$ cat config.mk
export PLATFORM = sky130hd
export DESIGN_NAME = compk_accum_ctrl_flat
export DESIGN_NICKNAME = d
export VERILOG_FILES = /design/src/rtl/compk_accum_ctrl_if.sv /design/src/rtl/compk_accum_ctrl.sv /design/src/flat_wrapper.sv
export SDC_FILE = /design/constraint.sdc
export NUM_CORES = 1
export LEC_CHECK = 0
export CAP_MARGIN = 30
export CORE_MARGIN = 2
export CORE_UTILIZATION = 50
export DETAILED_ROUTE_END_ITERATION = 16
export GPL_TIMING_DRIVEN = 0
export PLACE_DENSITY = 0.81
export SYNTH_ARGS = -nofsm -noshare
export SYNTH_HDL_FRONTEND = slang
export SYNTH_SLANG_ARGS = --single-unit
$ cat constraint.sdc
create_clock -name clk -period 2 [get_ports clk]
set_clock_uncertainty 0.05 [all_clocks]
set_input_delay 0.4 -clock clk [delete_from_list [all_inputs] [get_ports clk]]
set_output_delay 0.4 -clock clk [all_outputs]
set_load 0.01 [all_outputs]
$ cat src/rtl/compk_accum_ctrl_if.sv
// ---------------------------------------------------------------------------
// compk_accum_ctrl_if
// Job/result bundle between a host and the compk_accum_ctrl sequencer.
//
// Signals
//   start      host -> ctrl  job request (only honoured while the ctrl is idle)
//   k          host -> ctrl  threshold, latched when a job is accepted
//   step       host -> ctrl  increment, latched when a job is accepted
//   busy       ctrl -> host  high in every state except IDLE
//   done       ctrl -> host  one-cycle pulse when a job completes
//   sum_out    ctrl -> host  working sum
//   iter_count ctrl -> host  number of additions performed
//   hit        ctrl -> host  job ended because k < sum
//   overflow   ctrl -> host  job ended on adder carry-out
//   timeout    ctrl -> host  job ended on the iteration limit
//
// Modports: master (host side), slave (controller side).
// ---------------------------------------------------------------------------
interface compk_accum_ctrl_if #(
  parameter int DATA_W = 6
) ();

  logic              start;
  logic [DATA_W-1:0] k;
  logic [DATA_W-1:0] step;
  logic              busy;
  logic              done;
  logic [DATA_W-1:0] sum_out;
  logic [DATA_W-1:0] iter_count;
  logic              hit;
  logic              overflow;
  logic              timeout;

  modport master (
    output start, k, step,
    input  busy, done, sum_out, iter_count, hit, overflow, timeout
  );

  modport slave (
    input  start, k, step,
    output busy, done, sum_out, iter_count, hit, overflow, timeout
  );

endinterface

$ cat src/rtl/compk_accum_ctrl.sv
// ---------------------------------------------------------------------------
// compk_accum_ctrl
// Sequencing controller for the "k < accumulated sum" comparator datapath.
// A job latches k and step, then alternates ACCUM (sum += step) and CHECK
// (compare the registered sum against k) until the sum exceeds k, the adder
// carries out, or the iteration limit is reached. All arithmetic is unsigned.
//
// Ports
//   clk   rising-edge clock
//   rst   synchronous, active-high reset (aborts a running job, no done pulse)
//   bus   compk_accum_ctrl_if.slave: start/k/step in, busy/done/results out
//
// Parameters
//   DATA_W    width of k, step, sum and iteration count
//   MAX_ITER  iteration limit, legal range 1 .. 2**DATA_W-1
//
// Build option
//   COMPK_ACCUM_SAT_EN  when defined the adder saturates at 2**DATA_W-1
//                       instead of wrapping; the carry flag is forced to 0,
//                       so the overflow result can never be reported.
// ---------------------------------------------------------------------------
module compk_accum_ctrl #(
  parameter int DATA_W   = 6,
  parameter int MAX_ITER = 63
) (
  input  logic                clk,
  input  logic                rst,
  compk_accum_ctrl_if.slave   bus
);

  typedef enum logic [2:0] {
    IDLE  = 3'd0,
    LOAD  = 3'd1,
    ACCUM = 3'd2,
    CHECK = 3'd3,
    DONE  = 3'd4
  } state_t;

  localparam logic [DATA_W-1:0] MAX_ITER_W = DATA_W'(MAX_ITER);

  state_t            r_state;
  state_t            w_next_state;

  logic [DATA_W-1:0] r_k;
  logic [DATA_W-1:0] r_step;
  logic [DATA_W-1:0] r_sum;
  logic [DATA_W-1:0] r_iter;
  logic              r_carry;
  logic              r_hit;
  logic              r_ovf;
  logic              r_timeout;

  logic [DATA_W:0]   w_add;
  logic [DATA_W-1:0] w_sum_next;
  logic              w_carry;
  logic              w_hit_cond;
  logic              w_timeout_cond;

  // Adder is one bit wider than the datapath so the carry-out is visible.
  assign w_add = {1'b0, r_sum} + {1'b0, r_step};

`ifdef COMPK_ACCUM_SAT_EN
  assign w_sum_next = w_add[DATA_W] ? {DATA_W{1'b1}} : w_add[DATA_W-1:0];
  assign w_carry    = 1'b0;
`else
  assign w_sum_next = w_add[DATA_W-1:0];
  assign w_carry    = w_add[DATA_W];
`endif

  // CHECK works on the registered sum/count, never on the adder output.
  assign w_hit_cond     = (r_k < r_sum);
  assign w_timeout_cond = (r_iter == MAX_ITER_W);

  // -------------------------------------------------------------------------
  // State register
  // -------------------------------------------------------------------------
  // NOTE: sequential state is updated with non-blocking assignments only, so
  // every flop samples the pre-edge values of every other flop.
  always_ff @(posedge clk) begin
    if (rst) begin
      r_state <= IDLE;
    end else begin
      r_state <= w_next_state;
    end
  end

  // -------------------------------------------------------------------------
  // Next-state logic
  // -------------------------------------------------------------------------
  // NOTE: the default assignment first guarantees a value on every path, so
  // no latch is inferred even if a branch below forgets to assign.
  always_comb begin
    w_next_state = r_state;
    case (r_state)
      IDLE:  if (bus.start) w_next_state = LOAD;
      LOAD:  w_next_state = ACCUM;
      ACCUM: w_next_state = CHECK;
      CHECK: begin
        if (w_hit_cond || r_carry || w_timeout_cond) w_next_state = DONE;
        else                                         w_next_state = ACCUM;
      end
      DONE:  w_next_state = IDLE;
      default: w_next_state = IDLE;
    endcase
  end

  // -------------------------------------------------------------------------
  // Datapath and result registers
  // -------------------------------------------------------------------------
  always_ff @(posedge clk) begin
    if (rst) begin
      r_k       <= '0;
      r_step    <= '0;
      r_sum     <= '0;
      r_iter    <= '0;
      r_carry   <= 1'b0;
      r_hit     <= 1'b0;
      r_ovf     <= 1'b0;
      r_timeout <= 1'b0;
    end else begin
      case (r_state)
        LOAD: begin
          r_k       <= bus.k;
          r_step    <= bus.step;
          r_sum     <= '0;
          r_iter    <= '0;
          r_carry   <= 1'b0;
          r_hit     <= 1'b0;
          r_ovf     <= 1'b0;
          r_timeout <= 1'b0;
        end
        ACCUM: begin
          r_sum   <= w_sum_next;
          r_iter  <= r_iter + DATA_W'(1);
          r_carry <= w_carry;
        end
        CHECK: begin
          // Priority: hit beats overflow beats timeout, so exactly one flag
          // is raised when the job terminates.
          if (w_hit_cond)          r_hit     <= 1'b1;
          else if (r_carry)        r_ovf     <= 1'b1;
          else if (w_timeout_cond) r_timeout <= 1'b1;
        end
        default: ;
      endcase
    end
  end

  // -------------------------------------------------------------------------
  // Outputs
  // -------------------------------------------------------------------------
  assign bus.busy       = (r_state != IDLE);
  assign bus.done       = (r_state == DONE);
  assign bus.sum_out    = r_sum;
  assign bus.iter_count = r_iter;
  assign bus.hit        = r_hit;
  assign bus.overflow   = r_ovf;
  assign bus.timeout    = r_timeout;

endmodule
$ cat src/flat_wrapper.sv
// flat-port wrapper written by rule: the top's interface ports become plain ports
module compk_accum_ctrl_flat 
#(
  parameter int DATA_W   = 6,
  parameter int MAX_ITER = 63
)
  (clk, rst, bus_start, bus_k, bus_step, bus_busy, bus_done, bus_sum_out, bus_iter_count, bus_hit, bus_overflow, bus_timeout);
  compk_accum_ctrl_if #(.DATA_W(DATA_W)) bus_i ();
  input  logic clk;
  input  logic rst;
  input wire logic [$bits(bus_i.start)-1:0] bus_start;
  input wire logic [$bits(bus_i.k)-1:0] bus_k;
  input wire logic [$bits(bus_i.step)-1:0] bus_step;
  output wire logic [$bits(bus_i.busy)-1:0] bus_busy;
  output wire logic [$bits(bus_i.done)-1:0] bus_done;
  output wire logic [$bits(bus_i.sum_out)-1:0] bus_sum_out;
  output wire logic [$bits(bus_i.iter_count)-1:0] bus_iter_count;
  output wire logic [$bits(bus_i.hit)-1:0] bus_hit;
  output wire logic [$bits(bus_i.overflow)-1:0] bus_overflow;
  output wire logic [$bits(bus_i.timeout)-1:0] bus_timeout;
  assign bus_i.start = bus_start;
  assign bus_i.k = bus_k;
  assign bus_i.step = bus_step;
  assign bus_busy = bus_i.busy;
  assign bus_done = bus_i.done;
  assign bus_sum_out = bus_i.sum_out;
  assign bus_iter_count = bus_i.iter_count;
  assign bus_hit = bus_i.hit;
  assign bus_overflow = bus_i.overflow;
  assign bus_timeout = bus_i.timeout;
  compk_accum_ctrl #(.DATA_W(DATA_W), .MAX_ITER(MAX_ITER)) u_core (.clk(clk), .rst(rst), .bus(bus_i));
endmodule
# Word-level counts from Yosys, hierarchy flattened
# Cells that the tools add are included.
# totals
word_cells,47
output_inout_bits,17
regBits,31
in_bits,15
# classes
n_mux,15
addsub,2
order_cmp,1
n_reduce_logical,9
eq_ne,11
# ops
op,n
6-bit one-hot mux with 2 select lines,2
3-bit one-hot mux with 4 select lines,1
1-bit one-hot mux with 2 select lines,4
6-bit by 6-bit adder with 7-bit output,1
6-bit by 1-bit adder with 6-bit output (second input constant),1
3-bit by 2-bit equality test with 1-bit output (second input constant),2
6-bit equality test (second input constant),1
6-bit < comparator,1
1-bit 2-to-1 mux,6
3-bit 2-to-1 mux,2
2-bit by 1-bit != test with 1-bit output (second input constant),3
2-bit != test (second input constant),3
4-bit AND reduction,1
2-bit nonzero test,2
3-bit by 1-bit equality test with 1-bit output (second input constant),1
3-bit equality test (second input constant),1
3-bit logical NOT,1
3-bit AND reduction,1
3-bit nonzero test,1
1-bit logical OR,2
2-bit AND reduction,1

# Longest topological paths before layout
# logic_depth
word_depth,5
ltp_mapped,7
depth_no_buf,7

# Worst setup path after synthesis
# OpenSTA, ideal clock, no wires.
# synth_path
path_type,register to register
start,register u_core.r_sum[0] (netlist: u_core.bus.sum_out[0])
end,register u_core.r_sum[4] (netlist: u_core.bus.sum_out[4])
t_required_ps,1879
setup_slack_ps,226
t_arrival_ps,1653
path_stages_with_launch,8
period_less_slack_ps,1774
setup_ps,71
n_path_buf,0
cell_sequence,dfxtp_1 -> ha_1 -> fa_1 -> a21o_1 -> a21oi_1 -> xnor2_1 -> nand2_1 -> a21oi_1
# synth_between
elab_chain_len,2
# synth_rtl
element,line_no,text
start: declaration,compk_accum_ctrl.sv:46,logic [DATA_W-1:0] r_sum;
start signal: assignment,compk_accum_ctrl.sv:133,r_sum <= w_sum_next;
6-bit by 6-bit adder with 7-bit output,compk_accum_ctrl.sv:60,"assign w_add = {1'b0, r_sum} + {1'b0, r_step};"
6-bit one-hot mux with 2 select lines,compk_accum_ctrl.sv:121,case (r_state)
# No other way between the ends.
# A chain may end at the register's enable or synchronous reset.

# Worst setup path in the final report
# layout_path
start,register u_core.r_state[0]
end,output bus_busy
# layout_between
elab_chain_len,1
# layout_rtl
element,line_no,text
start: declaration,compk_accum_ctrl.sv:41,state_t r_state;
start signal: assignment,compk_accum_ctrl.sv:83,r_state <= w_next_state;
3-bit nonzero test,compk_accum_ctrl.sv:152,assign bus.busy = (r_state != IDLE);
end: declaration,flat_wrapper.sv:14,output wire logic [$bits(bus_i.busy)-1:0] bus_busy;
# No other way between the ends.

==> impl_metrics.csv <==
group,metric,value,unit
synth,yosysWarnings,0,
power,p_leak,0.807,nW
timing,worst_hold_slack,0.411,ns
grt,grt_first_pass_wirelength,5.26,mm
power,pwr-share-seq,52.3,%
clock_tree,post_cts_buffers,0,
worst_setup_path,critical_path_buf_inv_count,2,
worst_setup_path,critical_path_required,1.55,ns
placement,hpwl,2.38,mm
route,dr.pass1.iters,4,
hold_path,hold_path_class,"flip-flop to flip-flop",
synth,synth_top_area_cell,"dfxtp_1",
synth,synthArstFlopShare,0,%
route,avgRoutedWirePerCell,12.1,um
die,coreArea,3000,sq um
grt,grt_use_total,19.7,%
die,start_util,51.8,%
die,die_h,59.8,um
power,power.switching,0.356,mW
synth,yosysSeqAreaShare,39.9,%
worst_setup_path,worst_setup_path_end_kind,"primary output",
clock_tree,cts_hold_buf,0,
layout,syn2layout_area_growth,26.6,%
route,antenna_left,0,
worst_setup_path,crit_family,"buffers and inverters",
worst_setup_path,path_cells,"buf_2 -> or3_1 -> dlygate4sd2_1",
synth,synth_commonest_cells,"31 x dfxtp_1, 29 x nand2_1, 22 x nor2_1",
layout,drive_above_1_share,7.49,%
clock_tree,cts-root-buf,"clkbuf_4",
route,wirelength,3.14,mm
synth,yosysMostFrequentCell,"dfxtp_1",
placement,postPlaceCellArea,1910,sq um
timing,worst_slew_pin_slew,0.664,ns
timing,final-setup-viol-count,0,
grt,top_usage_layer,"met2",
worst_setup_path,cp_slowest_cell,"or3_1",
timing,fmax,538,MHz
synth,synth_area,1560,sq um
timing,rsz0062_at_grt,"false",
grt,grt_pass1_vias,1191,
clock_tree,cts_max_path_buffers,2,
synth,syn_nets,217,
clock_tree,cts_sinks,31,
synth,synth-seq-cells,31,
status,status,"finished, final reports clean",
synth,avgSynthCellArea,8.23,sq um
synth,yosys_most_used_dff,"dfxtp_1",
clock_tree,cts_tree,"built",
worst_setup_path,worstPathMaxFanout,10,
power,switching_share,28.0,%
route,route.detailed.drc,0,
power,combinationalPowerShare,19.0,%
grt,gr-usage-met3,4.55,%
clock_tree,path_clk_slew,0.10,ns
synth,synth_area_leaders,"dfxtp_1 40%, ha_1 9.7%, nand2_1 7.0%, a21oi_1 6.8%, nor2_1 5.3%",
grt,antenna_found_initial,0,
synth,synth_top_area_share,39.9,%
clock_tree,cts_inserted_buffers,5,
run,max_cap_viol_count,0,
layout,fin_area,1970,sq um
route,vias,1414,
worst_setup_path,critPathLaunchType,"flip-flop",
placement,dp.cells,253,
grt,grt_use_met2,29.8,%
power,intPower,0.915,mW
timing,hold_violations,0,
placement,numPortBuffers,31,
power,p_total,1.27,mW
route,drt_iter0_markers,57,
synth,synth_edf_count,0,
worst_setup_path,arrival,1.41,ns
synth,ys_types,36,
die,die_w,59.8,um
layout,layout.nets,255,
worst_setup_path,slowest_delay,0.34,ns
route,via_per_inst,5.44,
timing,setup_tns,0,ns
grt,gr-usage-met1,26.9,%
power,vdd_drop_max,0.390,mV
placement,globalplace.congestion,0.820,
power,clkPwrFrac,28.7,%
grt,grt_max_degree,11,
worst_setup_path,worstSetupPathType,"flip-flop to primary output",
layout,n_antenna_cell,0,
layout,stdcell_count,260,
grt,grt-ovfl-total,0,
timing,post-route-min-period,1.86,ns
die,dieArea,3570,sq um
die,io_pins,32,
power,p_per_area,645,nW/um^2
timing,slew_viol_final,0,
clock_tree,worstSkewPairLatency,0.32,ns
die,num_rows,20,
synth,synthCells,189,
clock_tree,htree_levels,2,
timing,period_share,92.9,%
timing,slew_headroom,55.6,%
==> metrics by stage <==
step	setup slack [ns]	utilization [%]
final	0.142	65.6
after global routing	0.0149	65.6
after CTS	0.00285	65.3
after detailed placement	-0.0306	63.5
after global placement	-0.00227	63.5
after floorplan	0.226	-
==> cells in the final DEF (no fill, tap or decap), types with 6 or more instances in the layout <==
master	Yosys	routed
a21oi_1	21	20
dfxtp_1	31	30
o21ai_0	7	7
nor2_1	22	22
inv_1	6	6
nand2_1	29	29
ha_1	12	12
clkdlybuf4s50_1	0	29
==> final timing paths <==
kind	endpoint	depth (start not counted)	slack [ns]	from
min reg2reg	u_core.r_k[0]	2	0.41	u_core.r_k[0]
max reg2reg	u_core.bus.iter_count[2]	6	0.16	u_core.r_state[1]
max	bus_busy	3	0.14	u_core.r_state[0]
min	u_core.r_k[0]	2	0.41	u_core.r_k[0]
==> sequential cells by signal, summed over array words and instances, names as in the netlist <==
signal                 cells
u_core.r_k                 6
u_core.bus.hit             1
u_core.r_step              6
u_core.bus.sum_out         6
u_core.bus.overflow        1
u_core.bus.iter_count      6
u_core.r_carry             1
u_core.r_state             3
u_core.bus.timeout         1
==> metal layers <==
layer	share of wire (%)	wire length [um]	vias to the layer above
met1	48	1520	648
met2	46	1460	32
met5	0	0	-
met4	1.5	47	0
met3	3.7	116	5
li1	-	-	729
==> worst reg2reg max path, cell delays in order, from the launching register on <==
cell and delay (ns):
dfxtp_1 0.32, buf_4 0.14, nand2b_1 0.08, nor2_1 0.52, nor2_1 0.30, o21ai_0 0.22, a21oi_1 0.08
==> logic make-up after synthesis <==
kind of cell	after synthesis	share of synthesized area [%]
AO/OA/AOI/OAI	48	18.5
buffers and inverters	15	4.51
adder cells (fa/ha/maj)	13	10.9
XOR/XNOR	2	1.13
flip-flops	31	39.9
multiplexers	2	1.61
AND/OR/NAND/NOR	78	23.4
==> power groups by stage <==
stage	clock, mW	sequential [mW]	combinational, mW
after global routing	0.400	0.668	0.272
after floorplan	0	0.676	0.155
final	0.365	0.664	0.242
after detailed placement	0	0.678	0.245
after global placement	0	0.677	0.240
after CTS	0.371	0.664	0.243
==> final cells by class <==
cell class,instances,area (sq um)
multi-input cells,143,868
fillers,275,1030
inverters,6,22.5
repair buffers,31,312
well taps,33,41.3
clock buffers,6,51.3
plain buffers,9,47.5
flip-flops and latches,31,622
clock inverters,1,5.00
==> repair_timing <==
item	4_1_cts	5_1_grt
pin swaps	0	0
gates resized for setup	1	3
hold endpoints to repair	0	0
endpoints found under the setup margin	1	2
Note: power is estimated with default switching activity, not from simulation.
